File: config.mk
export PLATFORM = sky130hd
export DESIGN_NAME = pipeline_hazard_ctrl
export DESIGN_NICKNAME = d
export VERILOG_FILES = /design/src/rtl/pipeline_hazard_ctrl.sv
export SDC_FILE = /design/constraint.sdc
export NUM_CORES = 1
export LEC_CHECK = 0
export ABC_AREA = 0
export CAP_MARGIN = 20
export CORE_AREA = 5 5 42 44
export CTS_BUF_LIST = sky130_fd_sc_hd__clkbuf_4 sky130_fd_sc_hd__clkbuf_8
export DETAILED_ROUTE_END_ITERATION = 12
export DIE_AREA = 0 0 47 49
export GPL_ROUTABILITY_DRIVEN = 0
export PLACE_DENSITY_LB_ADDON = 0.2
export SLEW_MARGIN = 20
export SYNTH_ARGS = -nofsm -noshare
export SYNTH_HDL_FRONTEND = slang
export SYNTH_SLANG_ARGS = --single-unit
File: constraint.sdc
create_clock -name clk -period 1.2 [get_ports clk]
set_input_delay 0.18 -clock clk [delete_from_list [all_inputs] [get_ports clk]]
set_output_delay 0.18 -clock clk [all_outputs]
set_load 0.01 [all_outputs]
File: src/rtl/pipeline_hazard_ctrl.sv
// Load-use stall / branch flush controller for a 5-stage pipe; mem_wait freezes everything.
// Optional HAZ_PERF_CNT_EN adds saturating stall_cycles / flush_events counters.
module pipeline_hazard_ctrl #(
  parameter int LOAD_LAT  = 1,
  parameter int FLUSH_LEN = 2
) (
  input  logic       clk,
  input  logic       rst,
  input  logic [5:0] id_rs,
  input  logic [5:0] id_rt,
  input  logic       id_uses_rs,
  input  logic       id_uses_rt,
  input  logic       ex_memrd,
  input  logic [5:0] ex_rd,
  input  logic       br_taken,
  input  logic       mem_wait,
  output logic       pc_wr,
  output logic       ifid_wr,
  output logic       ifid_flush,
  output logic       idex_bubble
`ifdef HAZ_PERF_CNT_EN
  ,
  output logic [15:0] stall_cycles,
  output logic [15:0] flush_events
`endif
);

  typedef enum logic [1:0] {RUN, LU_STALL, FLUSH} state_t;

  localparam logic [1:0] LU_CNT = 2'(LOAD_LAT - 1);
  localparam logic [1:0] FL_CNT = 2'(FLUSH_LEN - 1);

  state_t     state, state_n;
  logic [1:0] cnt, cnt_n;
  logic       lu_hazard;

  assign lu_hazard = ex_memrd && (ex_rd != 6'd0) &&
                     ((id_uses_rs && (id_rs == ex_rd)) || (id_uses_rt && (id_rt == ex_rd)));

  always_ff @(posedge clk or posedge rst) begin
    if (rst) begin
      state <= RUN;
      cnt   <= 2'd0;
    end else begin
      state <= state_n;
      cnt   <= cnt_n;
    end
  end

  always_comb begin
    state_n     = state;
    cnt_n       = cnt;
    pc_wr       = 1'b1;
    ifid_wr     = 1'b1;
    ifid_flush  = 1'b0;
    idex_bubble = 1'b0;
    if (rst) begin
      pc_wr       = 1'b0;
      ifid_wr     = 1'b0;
      ifid_flush  = 1'b1;
      idex_bubble = 1'b1;
    end else if (mem_wait) begin
      pc_wr   = 1'b0;
      ifid_wr = 1'b0;
    end else if (br_taken) begin
      // A taken branch overrides any pending load-use stall.
      ifid_flush  = 1'b1;
      idex_bubble = 1'b1;
      if (FLUSH_LEN > 1) begin
        state_n = FLUSH;
        cnt_n   = FL_CNT;
      end else begin
        state_n = RUN;
        cnt_n   = 2'd0;
      end
    end else begin
      unique case (state)
        RUN: begin
          if (lu_hazard) begin
            pc_wr       = 1'b0;
            ifid_wr     = 1'b0;
            idex_bubble = 1'b1;
            if (LOAD_LAT > 1) begin
              state_n = LU_STALL;
              cnt_n   = LU_CNT;
            end
          end
        end
        LU_STALL: begin
          pc_wr       = 1'b0;
          ifid_wr     = 1'b0;
          idex_bubble = 1'b1;
          cnt_n       = cnt - 2'd1;
          if (cnt <= 2'd1) begin
            state_n = RUN;
            cnt_n   = 2'd0;
          end
        end
        FLUSH: begin
          ifid_flush  = 1'b1;
          idex_bubble = 1'b1;
          cnt_n       = cnt - 2'd1;
          if (cnt <= 2'd1) begin
            state_n = RUN;
            cnt_n   = 2'd0;
          end
        end
        default: begin
          state_n = RUN;
          cnt_n   = 2'd0;
        end
      endcase
    end
  end

`ifdef HAZ_PERF_CNT_EN
  function automatic logic [15:0] sat_inc(input logic [15:0] v);
    return (v == 16'hFFFF) ? v : v + 16'd1;
  endfunction

  always_ff @(posedge clk or posedge rst) begin
    if (rst) begin
      stall_cycles <= 16'd0;
      flush_events <= 16'd0;
    end else if (!mem_wait) begin
      if (idex_bubble && !ifid_flush) stall_cycles <= sat_inc(stall_cycles);
      if (br_taken)                   flush_events <= sat_inc(flush_events);
    end
  end
`endif

endmodule

==> flow_summary_export.csv <==
group,metric,value,unit
outcome,status,"complete, but fails checks",
outcome,violations,"setup timing",
final_layout,fin_nets,105,
job,max_cap_viol_count,0,
clock_network,cts_buffer_depth,2,
logic_synthesis,syn-num-nets,67,
setup_path,worstPathRequired,1020,ps
detailed_routing,drt_iter0_markers,1,
sta,clock_skew,2.02,ps
detailed_routing,via_per_inst,4.23,
setup_path,r2r-start,"state[1]",
global_route,grt_usage,8.03,%
final_layout,insertedDiodeCount,0,
sta,hold_viol,0,
setup_path,slowest_delay,540,ps
clock_network,clk_latency,230,ps
power,cellLeakagePower,0.323,nW
power,ir_worst_vdd,334,uV
sta,slew_viol_final,0,
die,dieArea,0.00230,mm^2
final_layout,utilization,48.3,%
logic_synthesis,yosys_warnings,0,
logic_synthesis,ys_seq_area_share,21.7,%
logic_synthesis,avgSynthCellArea,8.25,um^2
die,boundaryPins,29,
setup_path,cp-start-kind,"primary input",
sta,fin_crit_sh,127,%
detailed_routing,wirelength,944,um
power,p_total,0.512,mW
final_layout,drive_gt1_share,50.6,%
sta,max_freq,657,MHz
sta,finalWorstSetupSlack,-321,ps
detailed_routing,dr_total_vias,402,
setup_path,r2r_cells,3,
clock_network,clkSlewWorstSetupHoldPaths,40,ps
global_route,grt_pass1_vias,380,
die,num_rows,14,
clock_network,h-tree-depth,1,
logic_synthesis,ys_ff_latch,3,
global_route,grt_antenna_before_repair,0,
setup_path,critPathCaptureType,"output pin",
setup_path,worstPathMaxFanout,3,
sta,worst_slew_pin_slew,187,ps
die,fp.dieH,49,um
detailed_routing,ant_nets,0,
die,core_region_area,0.00140,mm^2
place,place_hpwl,827,um
setup_path,path_class,"in -> out",
place,dp_slack,-1130,ps
detailed_routing,firstDrtPassIters,2,
sta,setup_viol,4,
sta,rsz0062_at_grt,"true",
logic_synthesis,synth_top_area_share,30.3,%
logic_synthesis,ys_types,19,
clock_network,tritoncts,"done",
logic_synthesis,netlist_area,347,um^2
setup_path,path_cells,"buf_8 > or4_4 > o31ai_4 > buf_4 > o31ai_1 > buf_2",
setup_path,r2r_end,"cnt[1]",
logic_synthesis,synthCells,42,
final_layout,area_delta_synth_final,95.3,%
logic_synthesis,synthTopCellsByArea,"xnor2_1 30%, dfrtp_1 22%, o31ai_4 6.1%",
place,io_buffer_count,28,
sta,period_minus_slack,1520,ps
setup_path,arrival,1340,ps
power,powerDensity,756,mW/mm^2
clock_network,clock_sinks,3,
die,die_w,47,um
global_route,grt_overflow,0,
setup_path,crit_buf_inv,3,
sta,relSlewSlack,87.5,%
die,start_util,24.7,%
global_route,grt_max_degree,6,
detailed_routing,remaining_drc_errors,0,
min_path,hp-class,"in -> async",
setup_path,crit_slowest_cell,"or4_4",
setup_path,r2r_slack,280,ps
detailed_routing,wl_per_cell,9.94,um
setup_path,critPathTopFamily,"simple AND/OR/NAND/NOR gates",
logic_synthesis,synth_top_area_cell,"xnor2_1",
clock_network,cts-root-buf,"clkbuf_4",
clock_network,cts-buffers-inserted,3,
global_route,grt_pass1_wl,1350,um
[through the flow]
step	std cells	hold WS, ps	instance area [um^2]	TNS [ps]
finish	95	313	677	-978
global route	95	337	677	-1300
CTS	95	303	683	-1180
detailed placement	91	508	684	-3980
global placement	91	492	684	-3970
floorplan	42	-66.4	347	-313
[per-layer routing]
metal / routed length (um) / vias to the layer above / global-route usage [%]
li1: - / 219 / -
met1: 336 / 164 / 8.59
met2: 467 / 19 / 13.1
met3: 140 / 0 / 0.738
met4: 0 / 0 / 6.91
met5: 0 / - / 0
[worst register-to-register path, delay by kind of cell, from the launching register on]
kind	cells	cell delay (ps)
DFF	1	380
AOI/OAI and AO/OA	1	90
and+or+nand+nor	2	340
[layout by cell type, fill, tap and decap left out, types with 2 or more instances in the layout]
cell             synthesis  routed
nand4_1                  2       2
buf_6                    0       3
clkbuf_4                 0       4
dlygate4sd2_1            0       3
xnor2_1                 12       6
nor2_1                   4       4
clkdlybuf4s50_1          0       3
dfrtp_1                  3       3
o21ai_0                  2       2
inv_1                    2       2
buf_4                    1       7
buf_2                    0       5
nand2_1                  4       4
xnor2_2                  0       6
clkbuf_2                 0      12
nand3_1                  2       2
[Yosys cell counts]
library cell  instances
xnor2_1              12
nand2_1               4
nor2_1                4
dfrtp_1               3
inv_1                 2
nand3_1               2
nand4_1               2
o21ai_0               2
a21oi_1               1
and2_1                1
buf_4                 1
nor2b_1               1
o21ai_1               1
o22a_1                1
o31ai_1               1
o31ai_4               1
o41a_1                1
or2_0                 1
or4_4                 1
[power breakdown]
part	internal (mW)	switching [mW]
registers	0.113	0.00805
logic	0.122	0.0780
clock network	0.147	0.0446
[kinds of logic (layout without fill, tap and decap cells)]
kind of cell	after synthesis	in the layout	synth area share, %
AND/OR/NAND/NOR	16	16	23.8
XOR/XNOR	12	12	30.3
AO/OA/AOI/OAI	8	8	19.9
flip-flops	3	3	21.7
buffers and inverters	3	40	4.33
[sequential cells by signal (all words and copies together), names as in the netlist]
signal  flops
state       1
cnt         2
[how the worst max path moves through the flow]
stage	slack [ps]	depth (start not counted)	start	to
2_1_floorplan	-230	4	ex_rd[0]	pc_wr
3_3_place_gp	-1100	5	ex_rd[0]	pc_wr
3_5_place_dp	-1130	5	ex_rd[0]	ifid_wr
4_1_cts	-370	5	ex_rd[3]	ifid_wr
5_1_grt	-370	6	ex_rd[5]	pc_wr
6_report	-320	6	ex_rd[3]	idex_bubble
[what timing repair did]
item / in CTS / in global routing
setup buffers: 0 / 0
endpoints found under the setup margin: 4 / 4
hold buffers: 0 / 0
pin swaps: 21 / 23
gates resized for setup: 59 / 37
[layout make-up]
class | count | area (um^2)
clock buffer | 4 | 30.0
sequential | 3 | 75.1
timing repair buffer | 34 | 243
inverter | 2 | 7.51
multi-input combinational | 36 | 302
fill | 151 | 724
tap | 16 | 20.0
No activity file was read; power rests on OpenSTA's default activity.
